[src/rtl/iadc_conv_ctrl.sv]
// rtl/iadc_conv_ctrl.sv - incremental ADC conversion sequencer and result holding stage
//
// Purpose:
//   Sequences one incremental-ADC conversion: holds the modulator and the
//   decimator in reset for RST_CYC clocks, lets them integrate for OSR clocks,
//   then spends one CAPTURE clock and samples the decimator output on the edge
//   leaving CAPTURE. The captured value is held in a result register and
//   offered to the back end on a valid/ready handshake. In continuous mode a
//   new conversion starts right after each capture.
//
// Ports:
//   clk           system/modulator clock, rising edge
//   rst           asynchronous active-high reset
//   start         one-cycle conversion request, honoured only in IDLE
//   continuous    restart automatically after capture (sampled in CAPTURE)
//   stop          abort to IDLE within one clock, no capture
//   dec_data      decimator output
//   dec_rst_n     active-low decimator reset
//   mod_rst       active-high modulator integrator reset
//   busy          high whenever not IDLE
//   result        captured conversion result
//   result_valid  result holds an unconsumed value
//   result_ready  consumer accepts on result_valid && result_ready
//   overrun       sticky flag: a capture was dropped (prior result unconsumed)
//   clear_ovr     synchronous clear of overrun (a new overrun wins)

module iadc_conv_ctrl #(
  parameter int DATA_W  = 12,
  parameter int OSR     = 512,
  parameter int RST_CYC = 2
) (
  input  logic              clk,
  input  logic              rst,
  input  logic              start,
  input  logic              continuous,
  input  logic              stop,
  input  logic [DATA_W-1:0] dec_data,
  output logic              dec_rst_n,
  output logic              mod_rst,
  output logic              busy,
  output logic [DATA_W-1:0] result,
  output logic              result_valid,
  input  logic              result_ready,
  output logic              overrun,
  input  logic              clear_ovr
);

  // One extra bit so the integrate counter can never wrap inside a conversion.
  localparam int CNT_W = $clog2(OSR) + 1;
  localparam logic [CNT_W-1:0] OSR_LAST = CNT_W'(OSR - 1);
  // RESET-phase length is bounded by 15, so it gets its own 4-bit counter;
  // this keeps small OSR values (narrow main counter) from limiting RST_CYC.
  localparam logic [3:0] RST_LAST = 4'(RST_CYC - 1);

  typedef enum logic [1:0] {
    S_IDLE  = 2'd0,
    S_RESET = 2'd1,
    S_INTEG = 2'd2,
    S_CAPT  = 2'd3
  } state_t;

  state_t           state;
  state_t           next_state;
  logic [CNT_W-1:0] cnt;
  logic [CNT_W-1:0] next_cnt;
  logic [3:0]       rcnt;
  logic [3:0]       next_rcnt;

  logic             next_dec_rst_n;
  logic             next_mod_rst;
  logic             next_busy;

  logic             capture;
  logic             accept;
  logic             drop;

  // ------------------------------------------------------------------
  // State and counter registers
  // ------------------------------------------------------------------
  always_ff @(posedge clk or posedge rst) begin
    if (rst) begin
      state <= S_IDLE;
      cnt   <= '0;
      rcnt  <= '0;
    end else begin
      state <= next_state;
      cnt   <= next_cnt;
      rcnt  <= next_rcnt;
    end
  end

  // ------------------------------------------------------------------
  // Next-state logic; stop overrides every other transition
  // ------------------------------------------------------------------
  always_comb begin
    next_state = state;
    next_cnt   = cnt;
    next_rcnt  = rcnt;

    case (state)
      S_IDLE: begin
        if (start) begin
          next_state = S_RESET;
          next_cnt   = '0;
          next_rcnt  = '0;
        end
      end

      S_RESET: begin
        if (rcnt == RST_LAST) begin
          next_state = S_INTEG;
          next_cnt   = '0;
          next_rcnt  = '0;
        end else begin
          next_rcnt = rcnt + 4'd1;
        end
      end

      S_INTEG: begin
        // counter==OSR-1 marks the last of exactly OSR integrate clocks
        if (cnt == OSR_LAST) begin
          next_state = S_CAPT;
        end else begin
          next_cnt = cnt + CNT_W'(1);
        end
      end

      S_CAPT: begin
        next_cnt  = '0;
        next_rcnt = '0;
        if (continuous) begin
          next_state = S_RESET;
        end else begin
          next_state = S_IDLE;
        end
      end

      default: begin
        next_state = S_IDLE;
        next_cnt   = '0;
        next_rcnt  = '0;
      end
    endcase

    if (stop) begin
      next_state = S_IDLE;
      next_cnt   = '0;
      next_rcnt  = '0;
    end
  end

  // ------------------------------------------------------------------
  // Moore outputs, decoded from the next state so the registered copies
  // line up with the state register after every edge.
  // ------------------------------------------------------------------
  always_comb begin
    next_dec_rst_n = 1'b0;
    next_mod_rst   = 1'b1;
    next_busy      = 1'b1;
    case (next_state)
      S_IDLE: begin
        next_dec_rst_n = 1'b0;
        next_mod_rst   = 1'b1;
        next_busy      = 1'b0;
      end
      S_RESET: begin
        next_dec_rst_n = 1'b0;
        next_mod_rst   = 1'b1;
      end
      S_INTEG: begin
        next_dec_rst_n = 1'b1;
        next_mod_rst   = 1'b0;
      end
      S_CAPT: begin
        next_dec_rst_n = 1'b1;
        next_mod_rst   = 1'b0;
      end
      default: begin
        next_dec_rst_n = 1'b0;
        next_mod_rst   = 1'b1;
        next_busy      = 1'b0;
      end
    endcase
  end

  always_ff @(posedge clk or posedge rst) begin
    if (rst) begin
      dec_rst_n <= 1'b0;
      mod_rst   <= 1'b1;
      busy      <= 1'b0;
    end else begin
      dec_rst_n <= next_dec_rst_n;
      mod_rst   <= next_mod_rst;
      busy      <= next_busy;
    end
  end

  // ------------------------------------------------------------------
  // Result register and handshake
  // ------------------------------------------------------------------
  // A stop on the CAPTURE edge suppresses the capture entirely.
  assign capture = (state == S_CAPT) && !stop;
  assign accept  = result_valid && result_ready;
  // Dropped sample: old value still owned by the consumer and not taken now.
  assign drop    = capture && result_valid && !result_ready;

  always_ff @(posedge clk or posedge rst) begin
    if (rst) begin
      result       <= '0;
      result_valid <= 1'b0;
    end else begin
      if (capture && !drop) begin
        result       <= dec_data;
        result_valid <= 1'b1;
      end else if (accept && !capture) begin
        result_valid <= 1'b0;
      end
    end
  end

  // Sticky overrun; a new drop beats clear_ovr on the same edge.
  always_ff @(posedge clk or posedge rst) begin
    if (rst) begin
      overrun <= 1'b0;
    end else if (drop) begin
      overrun <= 1'b1;
    end else if (clear_ovr) begin
      overrun <= 1'b0;
    end
  end

endmodule

[config.mk]
export PLATFORM = sky130hd
export DESIGN_NAME = iadc_conv_ctrl
export DESIGN_NICKNAME = d
export VERILOG_FILES = /design/src/rtl/iadc_conv_ctrl.sv
export SDC_FILE = /design/constraint.sdc
export NUM_CORES = 1
export LEC_CHECK = 0
export CAP_MARGIN = 40
export CELL_PAD_IN_SITES_DETAIL_PLACEMENT = 1
export CELL_PAD_IN_SITES_GLOBAL_PLACEMENT = 2
export CORE_MARGIN = 5
export CORE_UTILIZATION = 28
export DETAILED_ROUTE_END_ITERATION = 8
export PLACE_DENSITY_LB_ADDON = 0.1
export SYNTH_ARGS = -nofsm -noshare
export SYNTH_HDL_FRONTEND = slang
export SYNTH_SLANG_ARGS = --single-unit
[constraint.sdc]
create_clock -name clk -period 1.92 [get_ports clk]
set_input_delay 0.192 -clock clk [delete_from_list [all_inputs] [get_ports clk]]
set_output_delay 0.192 -clock clk [all_outputs]
set_load 0.03 [all_outputs]
# Word-level counts from Yosys, hierarchy flattened
# Cells that the tools add are included.
word_totals:
  regBits: 33
  latchBits: 0
  ramBits: 0
  rom_bits: 0
  input_bits: 19
  output_inout_bits: 17
  elab_cells: 63
  memories: 0
op_classes:
  addsub: 2
  n_mul: 0
  div_mod_pow: 0
  n_lt_le_gt_ge: 0
  eq_ne: 11
  n_shift: 0
  mux: 22
  bitwise_logic: 0
  n_reduce_logical: 19
ops:
  columns: ["operator", "n"]
  rows:
  - ["$mux W10", 4]
  - ["$pmux W10 S4", 1]
  - ["$mux W4", 3]
  - ["$pmux W4 S3", 1]
  - ["$add A10 B1 Y10 const B", 1]
  - ["$eq A10 B9 Y1 const B", 1]
  - ["$ne A3 B3 Y1 const B", 3]
  - ["$eq A2 B2 Y1 const B", 4]
  - ["$mux W2", 4]
  - ["$pmux W2 S4", 1]
  - ["$logic_and A1 B1 Y1", 6]
  - ["$mux W1", 6]
  - ["$add A4 B1 Y4 const B", 1]
  - ["$eq A2 B1 Y1 const B", 2]
  - ["$eq A4 B1 Y1 const B", 1]
  - ["$logic_not A1 Y1", 4]
  - ["$logic_not A2 Y1", 2]
  - ["$pmux W1 S2", 2]
  - ["$reduce_bool A2 Y1", 2]
  - ["$reduce_bool A4 Y1", 1]
  - ["$reduce_or A2 Y1", 2]
  - ["$reduce_and A3 Y1", 1]
  - ["$reduce_and A2 Y1", 1]

# Depth between registers and ports, before layout
# Gate-level depths: netlist (run 1).
depth:
  depth_word: 7
  ltp_mapped: 6
  ltp_nobuf: 6

# Worst setup path after synthesis (run 1)
# Ideal clock, no wire load.
synth_path:
  kind: "register to register"
  startpoint: "register rcnt[1]"
  endpoint: "register cnt[6]"
  setup_ps: 124
  t_arrival_ps: 1672
  path_slack_ps: 124
  path_stages_with_launch: 7
  cell_sequence: "dfrtp_1 -> inv_1 -> ha_1 -> nor3b_1 -> nor3_1 -> or3_1 -> a211o_1"
synth_between:
  elab_chain_len: 3
synth_rtl:
  columns: ["item", "line", "source"]
  rows:
  - ["start, declared", "66", "logic [3:0] rcnt;"]
  - ["start signal, assigned", "88", "rcnt <= next_rcnt;"]
  - ["$eq A4 B1 Y1", "110", "if (rcnt == RST_LAST) begin"]
  - ["$ne A3 B3 Y1 (no line)", null, null]
  - ["$reduce_and A3 Y1 (no line)", null, null]
  - ["end signal, assigned", "87", "cnt <= next_cnt;"]
  - ["end, declared", "64", "logic [CNT_W-1:0] cnt;"]
# Every way passes these cells.
# A chain may end at the register's enable or synchronous reset.

# Worst setup path after layout (run 1)
layout_path:
  startpoint: "register cnt[1]"
  endpoint: "register cnt[6]"
layout_between:
  elab_chain_len: 4
  elab_cells_between_ends: 7
  classes_between: "add/sub (1); eq/ne (2); mux (3); reduce/logical (1)"
layout_rtl:
  columns: ["item", "line", "source"]
  rows:
  - ["$add A10 B1 Y10", "124", "next_cnt = cnt + CNT_W'(1);"]
  - ["$mux W10", "121", "if (cnt == OSR_LAST) begin"]
  - ["$pmux W10 S4", "100", "case (state)"]
  - ["$mux W10", "145", "if (stop) begin"]
# Parallel ways exist; a longest one is shown, timed or not. The select of a mux whose other input is x is not followed.

==> results of run 1 <==
## path summary, 6_finish.rpt
| path | end | slack (ns) | depth (start not counted) |
|---|---|---|---|
| setup / recovery | cnt[6] | 0.17 | 5 |
| hold / removal | busy | 0.28 | 2 |
| setup reg to reg | cnt[6] | 0.17 | 5 |
| hold reg to reg | cnt[9] | 0.48 | 1 |
| max in group asynchronous | cnt[0] | 1.11 | 3 |
| min in group clk | cnt[9] | 0.48 | 1 |
## power by group through the flow
stage               Clock [uW]  Sequential (uW)  Combinational, uW
floorplan                    0              904               86.0
global placement             0              790                397
detailed placement           0              798                403
CTS                        563              784                405
global route               591              789                424
finish                     538              782                397
## logic make-up after synthesis
family / Yosys count / share of synthesized area, %
DFF: 33 / 54.0
buffers and inverters: 12 / 3.43
and+or+nand+nor: 46 / 17.8
adders and majority gates: 3 / 2.45
AOI/OAI and AO/OA: 30 / 12.3
muxes: 13 / 9.48
xor gates and xnor gates: 1 / 0.572
## critical path, delay by kind of cell (launching register included)
kind,cells,cell delay (ns)
adder cells (fa/ha/maj),1,0.23
flip-flops,1,0.41
AND/OR/NAND/NOR,3,0.69
AO/OA/AOI/OAI,1,0.31
## cells in the mapped netlist (2+ instances only)
cell / number / area share, %
a211o_1: 2 / 1.1
a21oi_1: 6 / 2.0
a31oi_1: 6 / 2.5
and3_1: 3 / 1.2
and4_1: 2 / 1.1
buf_4: 2 / 0.98
clkbuf_1: 2 / 0.49
dfrtp_1: 32 / 52
ha_1: 3 / 2.5
inv_1: 8 / 2.0
mux2_1: 12 / 8.8
nand2_1: 10 / 2.5
nand2b_1: 5 / 2.0
nand3_1: 6 / 2.0
nand4_1: 2 / 0.82
nor2_1: 3 / 0.74
nor3_1: 4 / 1.3
nor4_1: 2 / 0.82
o21ai_1: 7 / 2.3
or3_1: 2 / 0.82
## metrics by stage
stage / total power, uW / setup TNS [ns] / utilization, % / area [sq um]
6_report: 1720 / 0 / 40.6 / 2190
5_1_grt: 1800 / 0 / 40.6 / 2190
4_1_cts: 1750 / 0 / 40.5 / 2190
3_5_place_dp: 1200 / -0.171 / 38.8 / 2100
3_3_place_gp: 1190 / 0 / 38.8 / 2100
2_1_floorplan: 990 / 0 / - / 1530
## layer usage
layer  part of all wire [%]  vias up
met3                    4.4        6
met5                      0        -
met2                     50       28
li1                       -      618
met1                     45      616
met4                    1.4        0
## final cells by class
cell class                 instances  area [sq um]  share of cell area [%]
tap                               72          90.1                    4.11
clock buffer                       8          90.1                    4.11
multi-input combinational         93           657                    30.0
sequential                        33           827                    37.7
inverter                           8          30.0                    1.37
timing repair buffer              53           498                    22.7
## sequential cells by signal, summed over array words and instances, names as in the netlist
name	flops
busy	1
cnt	10
dec_rst_n	1
mod_rst	1
overrun	1
rcnt	4
result	12
result_valid	1
state	2
## timing repair
| action | in CTS | in global routing |
|---|---|---|
| hold buffers | 0 | 0 |
| gates resized for setup | 0 | 1 |
| endpoints found under the setup margin | 0 | 3 |
==> qor.yml, run 1 <==
outcome: "completed"
cap_violations: 0
r2r_start: "cnt[1]"
grt_max_degree: 23
fin_ws_ns: 0.169
ys_ff_latch: 33
cts_made_buffers: 5
p_switching_uw: 483
instances_no_fill: 267
path_max_fanout: 4
irDropWorstVdd_v: 0.000247
fin_crit_sh_pct: 91.2
arrival_ns: 1.91
cts_tree: "done"
wl_microns: 3850
grtUsageMet2_pct: 20.2
cts_htree_levels: 2
ant_nets: 0
power_density_mw_per_mm2: 783
busiest_layer: "met2"
cts_setup_buffers: 0
gr-usage-met1_pct: 13.9
slowest_stage: "or3_1"
syn_nets: 160
cp-end-kind: "flip-flop"
drive_above_1_share_pct: 14.9
worst_path_largest_cell_delay_ns: 0.43
wl_per_cell_microns: 14.4
drc: 0
cts_root_buffer: "clkbuf_8"
synth_edf_count: 0
track_usage_pct: 11.7
fmax_mhz: 571
ys_types: 39
crit_path_start: "cnt[1]"
tightest_slew_ns: 0.580
rsz0062_at_grt: "no"
dp.final_hpwl_microns: 3030
io_buffers: 35
hold_class: "in2async"
gr-total-overflow: 0
synthToLayoutAreaGrowth_pct: 43.1
grt_pass1_vias: 1304
antenna_found_initial: 0
finalHoldViolCount: 0
cp_cell_sequence: "ha_1 -> nand3_1 -> nor4_4 -> or3_1 -> a211o_1"
place_ws_ns: -0.0266
antenna_cells: 0
clockBufferDepth: 2
viasPerCell: 4.75
timing.final.max_slew_violations: 0
syn_area_sq_mm: 0.00153
clock_latency_ns: 0.28
maxSlewHeadroom_pct: 61.3
die_w_microns: 84.0
clock_skew_ns: 0.00671
drt_iter0_drc: 15
std_cell_rows: 27
seq_power_share_pct: 45.6
yosys_most_used_dff: "dfrtp_1"
clk_transition_reported_paths_ns: 0.07
vias: 1268
gp_congestion: 0.802
yosysSeqAreaShare_pct: 54.0
p_sw_share_pct: 28.1
die_h_microns: 84.0
final_common_cell: "clkdlybuf4s50_1"
synth_cells: 138
combPwrFrac_pct: 23.1
internal-power_uw: 1230
critPathLaunchType: "flip-flop"
whs_ns: 0.283
use_met3_pct: 3.65
final_cell_mix: "clkdlybuf4s50_1 (35), dfrtp_1 (32), buf_4 (17), mux2_1 (12), nand2_1 (10)"
p_leak_uw: 0.00102
yosysWarnings: 0
postSynthAreaPerCell_sq_um: 11.1
period_minus_slack_ns: 1.75
fillers: 598
dieArea_sq_mm: 0.00705
io_pins: 36
required_ns: 2.08
start_util_pct: 28.3
fin_nets: 216
drt-pass1-iter-count: 2
numPlacedInstances: 259
core-area_sq_mm: 0.00541
grt_pass1_wl_microns: 6590
setup_violations: 0
crit_type: "reg2reg"
async_flop_share_pct: 100
clkPwrFrac_pct: 31.3
cts.sinks: 33
Power figures use the tool's default switching activity.
==> run 2, diff against run 1 <==
--- a/config.mk
+++ b/config.mk
@@ -9,7 +9,7 @@
 export CELL_PAD_IN_SITES_DETAIL_PLACEMENT = 1
 export CELL_PAD_IN_SITES_GLOBAL_PLACEMENT = 2
 export CORE_MARGIN = 5
-export CORE_UTILIZATION = 28
+export CORE_UTILIZATION = 33
 export DETAILED_ROUTE_END_ITERATION = 8
 export PLACE_DENSITY_LB_ADDON = 0.1
 export SYNTH_ARGS = -nofsm -noshare
==> constraint.sdc (replaced) <==
create_clock -name clk -period 2.2 [get_ports clk]
set_input_delay 0.22 -clock clk [delete_from_list [all_inputs] [get_ports clk]]
set_output_delay 0.22 -clock clk [all_outputs]
set_load 0.03 [all_outputs]
==> qor.yml, run 2 (same netlist as run 1, synthesis figures left out) <==
ant_nets: 0  # unchanged
die_h_microns: 78.1  # -6.9%
track_usage_pct: 13.4  # +1.7 points
cp-end-kind: "flip-flop"
rsz0062_at_grt: "no"
cap_violations: 0  # unchanged
drt-pass1-iter-count: 2  # unchanged
clkPwrFrac_pct: 36.4  # +5.1 points
path_max_fanout: 4  # unchanged
drt_iter0_drc: 54  # +39
irDropWorstVdd_v: 0.000302  # +22%
r2r_cells: 6  # +1
power_uw: 1590  # -7.5%
final_area_sq_mm: 0.00208  # -5.0%
hold_buffers: 0  # unchanged
wl_per_cell_microns: 16.4  # +13%
drc: 0  # unchanged
cts_root_buffer: "clkbuf_8"
fmax_mhz: 536  # -6.2%
crit_type: "reg2reg"
cts_htree_levels: 2  # unchanged
period_minus_slack_ns: 1.87  # +0.115 ns
drive_above_1_share_pct: 8.84  # -6.0 points
maxSlewHeadroom_pct: 56.6  # -4.7 points
die_w_microns: 78.1  # -6.9%
ctsResizeCount: 0  # unchanged
io_buffers: 35  # unchanged
internal-power_uw: 1150  # -7.2%
start_util_pct: 34.7  # +6.4 points
worstSetupEndpoint: "cnt[6]"
largest_reg_flops: 12  # unchanged
timing.final.max_slew_violations: 0  # unchanged
fin_ws_ns: 0.334  # +0.165 ns
crit_path_start: "rcnt[1]"
p_leak_uw: 0.000953  # -6.4%
antenna_cells: 0  # unchanged
synthToLayoutAreaGrowth_pct: 35.9
io_pins: 36  # unchanged
clockBufferDepth: 2  # unchanged
grt_pass1_vias: 1328  # +1.8%
fin_nets: 202  # -6.5%
hold_class: "in2async"
cts_tree: "done"
reg2reg_slack_ns: 0.33  # +0.16 ns
final_cell_mix: "clkdlybuf4s50_1 (35), dfrtp_1 (32), mux2_1 (12), nand2_1 (10), inv_1 (8)"
core-area_sq_mm: 0.00441  # -18%
cts.sinks: 33  # unchanged
r2r_start: "rcnt[1]"
std_cell_rows: 24  # -11%
place_area_sq_mm: 0.00197  # -6.2%
finalHoldViolCount: 0  # unchanged
outcome: "completed"
grt_pass1_wl_microns: 6490  # -1.6%
combPwrFrac_pct: 20.3  # -2.8 points
antenna_found_initial: 0  # unchanged
arrival_ns: 2.03  # +0.12 ns
p_sw_share_pct: 27.9  # -0.28 points
clock_skew_ns: 0.00634  # -0.000366 ns
whs_ns: 0.321  # +0.0381 ns
p_switching_uw: 442  # -8.4%
gp_congestion: 0.767  # -4.4%
wl_microns: 3820  # -1.0%
clock_latency_ns: 0.28  # about the same
r2r-end: "cnt[6]"
gr-total-overflow: 0  # unchanged
dieArea_sq_mm: 0.00610  # -13%
dp.final_hpwl_microns: 2830  # -6.5%
critPathLaunchType: "flip-flop"
clk_transition_reported_paths_ns: 0.07  # about the same
regMostFlops: "result"
tightest_slew_ns: 0.650  # +0.0699 ns
required_ns: 2.37  # +0.29 ns
reg_top3: "result: 12 flops, cnt: 10 flops, rcnt: 4 flops"
fin_crit_sh_pct: 84.8  # -6.4 points
cts_made_buffers: 5  # unchanged
viasPerCell: 5.34  # +13%
final.setup.tns_ns: 0  # unchanged
power_density_mw_per_mm2: 763  # -2.6%
grt_max_degree: 21  # -8.7%
place_ws_ns: 0.131  # +0.157 ns
seq_power_share_pct: 43.4  # -2.2 points
cts_setup_buffers: 0  # unchanged
final_common_cell: "clkdlybuf4s50_1"
setup_violations: 0  # unchanged
vias: 1245  # -1.8%
-- run 2: cell types whose count changed in the layout (fill, tap and decap cells not counted), sizes merged --
| cell | change |
|---|---|
| clkbuf | -3 |
| buf | -14 |
| clkinvlp | +1 |
| bufinv | +1 |
| clkinv | +1 |
-- run 2: area by class of cell --
cell class | count | area, sq um
Clock inverter | 3 | 46.3
Clock buffer | 5 | 68.8
Tap cell | 52 | 65.1
Inverter | 8 | 30.0
Multi-Input combinational cell | 93 | 652
Timing Repair Buffer | 39 | 393
Sequential cell | 33 | 827
Fill cell | 475 | 2330
-- run 2: critical path, stage by stage, from the launching register on --
cell     delay [ns]
dfrtp_1        0.41
inv_1          0.07
ha_1           0.13
nor3b_1        0.26
nor3_1         0.15
or3_1          0.42
a211o_1        0.31
-- run 2: stage by stage --
step | instances | util, %
2_1_floorplan | 138 | -
5_1_grt | 233 | 47.2
3_5_place_dp | 225 | 44.6
3_3_place_gp | 225 | 44.6
6_report | 233 | 47.2
4_1_cts | 233 | 47.2
-- run 2: how the worst min path moves through the flow --
stage,start,end,cells past startpoint
floorplan,clear_ovr,overrun,1
global placement,result[5],result[5],1
detailed placement,result[0],result[0],1
CTS,rst,result_valid,2
global route,rst,overrun,2
finish,rst,result_valid,2
-- run 2: power groups by stage --
stage / sequential, uW / combinational, uW / clock, uW
detailed placement: 701 / 326 / 0
floorplan: 789 / 75.0 / 0
finish: 688 / 322 / 578
global route: 696 / 344 / 619
CTS: 689 / 327 / 595
global placement: 696 / 320 / 0
-- run 2: layer usage --
layer  vias up  GRT usage [%]  part of all wire [%]  wire, microns
met5         -              0                     0              0
met4         0           5.57                   1.5             59
met3         6           4.58                   5.6            215
met2        33           21.3                    48           1840
met1       620           16.6                    44           1700
li1        586              -                     -              -
==> run 3, diff against run 2 <==
--- a/config.mk
+++ b/config.mk
@@ -9,7 +9,7 @@
 export CELL_PAD_IN_SITES_DETAIL_PLACEMENT = 1
 export CELL_PAD_IN_SITES_GLOBAL_PLACEMENT = 2
 export CORE_MARGIN = 5
-export CORE_UTILIZATION = 33
+export CORE_UTILIZATION = 31
 export DETAILED_ROUTE_END_ITERATION = 8
 export PLACE_DENSITY_LB_ADDON = 0.1
 export SYNTH_ARGS = -nofsm -noshare
==> constraint.sdc (replaced) <==
create_clock -name clk -period 1.9 [get_ports clk]
set_input_delay 0.19 -clock clk [delete_from_list [all_inputs] [get_ports clk]]
set_output_delay 0.19 -clock clk [all_outputs]
set_load 0.03 [all_outputs]
==> qor.yml, run 3 (same netlist as run 1, synthesis figures left out) <==
die_w_microns: 80.3  # +2.8%
gp_congestion: 0.843  # +9.9%
grt_pass1_wl_microns: 6420  # -1.1%
period_minus_slack_ns: 1.79  # -0.0712 ns
reg_top3: "result: 12 flops, cnt: 10 flops, rcnt: 4 flops"
r2r_start: "cnt[0]"
slowest_stage: "or3_1"
required_ns: 2.07  # -0.30 ns
arrival_ns: 1.96  # -0.07 ns
io_buffers: 35  # unchanged
cts_tree: "done"
fin_ws_ns: 0.105  # -0.229 ns
viasPerCell: 4.83  # -9.7%
cts_htree_levels: 2  # unchanged
drt_iter0_drc: 34  # -37%
gr-total-overflow: 0  # unchanged
cp-end-kind: "flip-flop"
rsz0062_at_grt: "no"
numPlacedInstances: 252  # +12%
instances_no_fill: 260  # +12%
final_cell_mix: "clkdlybuf4s50_1 (35), dfrtp_1 (32), buf_4 (16), mux2_1 (12), nand2_1 (10)"
cp_cell_sequence: "ha_1 -> nand3_1 -> nor4_4 -> or3_1 -> a211o_1"
cts_root_buffer: "clkbuf_8"
clk_transition_reported_paths_ns: 0.07  # about the same
tightest_slew_ns: 0.577  # -0.0731 ns
cts_made_buffers: 5  # unchanged
hold_buffers: 0  # unchanged
finalHoldViolCount: 0  # unchanged
power_density_mw_per_mm2: 788  # +3.3%
worst_path_largest_cell_delay_ns: 0.46  # +0.04 ns
critPathLaunchType: "flip-flop"
ant_nets: 0  # unchanged
wl_per_cell_microns: 14.8  # -9.5%
internal-power_uw: 1200  # +4.7%
path_max_fanout: 4  # unchanged
regMostFlops: "result"
cts_setup_buffers: 0  # unchanged
timing.final.max_slew_violations: 0  # unchanged
fin_crit_sh_pct: 94.5  # +9.6 points
antenna_cells: 0  # unchanged
grt_pass1_vias: 1355  # +2.0%
io_pins: 36  # unchanged
outcome: "completed"
hold_class: "in2async"
p_sw_share_pct: 29.2  # +1.3 points
grt_max_degree: 34  # +62%
seq_power_share_pct: 46.8  # +3.4 points
dp.final_hpwl_microns: 3010  # +6.3%
die_h_microns: 80.3  # +2.8%
cap_violations: 0  # unchanged
wl_microns: 3850  # +0.97%
place_ws_ns: -0.0538  # -0.185 ns
dieArea_sq_mm: 0.00645  # +5.6%
synthToLayoutAreaGrowth_pct: 40.4
track_usage_pct: 12.7  # -0.70 points
largest_reg_flops: 12  # unchanged
std_cell_rows: 25  # +4.2%
crit_path_start: "cnt[0]"
maxSlewHeadroom_pct: 61.2  # +4.6 points
fin_nets: 214  # +5.9%
drt-pass1-iter-count: 4  # +2
p_leak_uw: 0.000997  # +4.6%
drc: 0  # unchanged
clock_latency_ns: 0.28  # about the same
antenna_found_initial: 0  # unchanged
clockBufferDepth: 2  # unchanged
setup_violations: 0  # unchanged
clkPwrFrac_pct: 29.9  # -6.5 points
cts.sinks: 33  # unchanged
start_util_pct: 32.2  # -2.5 points
power_uw: 1690  # +6.7%
drive_above_1_share_pct: 14.5  # +5.7 points
final_common_cell: "clkdlybuf4s50_1"
irDropWorstVdd_v: 0.000273  # -9.6%
ctsResizeCount: 0  # unchanged
clock_skew_ns: 0.00865  # +0.00231 ns
p_switching_uw: 494  # +12%
crit_type: "reg2reg"
fmax_mhz: 557  # +4.0%
combPwrFrac_pct: 23.4  # +3.1 points
core-area_sq_mm: 0.00475  # +7.7%
vias: 1255  # +0.80%
## run 3: cell count changes in the layout (fill, tap and decap cells not counted), sizes merged
cell and delta:
clkinv +1, buf +12, bufinv -1
## run 3: final cells by class
class                      count  area [sq um]
inverter                       8          30.0
fill                         547          2610
clock buffer                   5          68.8
multi-input combinational     93           652
clock inverter                 3          17.5
tap                           67          83.8
timing repair buffer          51           470
sequential                    33           827
## run 3: final timing paths
kind,endpoint,slack (ns),cells past startpoint
worst max-delay path,cnt[7],0.11,5
worst min-delay path,cnt[0],0.30,3
worst max register to register,cnt[7],0.11,5
worst min register to register,result[1],0.49,1
max in group asynchronous,mod_rst,1.25,3
min in group clk,result[1],0.49,1
## run 3: critical path, delay by kind of cell (launching register included)
family                   cells  cell delay, ns
AO/OA/AOI/OAI                1            0.31
flip-flops                   1            0.42
adder cells (fa/ha/maj)      1            0.25
AND/OR/NAND/NOR              3            0.70
## run 3: routing by layer
layer,GRT usage [%],vias up,part of all wire [%],routed length [microns]
met5,0,-,0,0
met4,3.55,0,1.2,45
met3,3.59,6,5.7,218
met2,22.2,32,47,1830
met1,15.1,611,46,1760
li1,-,606,-,-
## run 3: power by group through the flow
stage	clock network, uW	logic [uW]	registers, uW
floorplan	0	86.9	914
global placement	0	395	800
detailed placement	0	402	807
CTS	535	404	793
global route	569	421	798
finish	506	396	792
## run 3: per-stage QoR
step | area [sq um] | hold WS [ns] | utilization [%] | setup TNS, ns
final | 2150 | 0.304 | 45.2 | 0
after global routing | 2150 | 0.370 | 45.2 | 0
after CTS | 2150 | 0.323 | 45.2 | 0
after detailed placement | 2060 | 0.474 | 43.4 | -0.627
after global placement | 2060 | 0.466 | 43.4 | -0.111
after floorplan | 1530 | 0.299 | - | 0
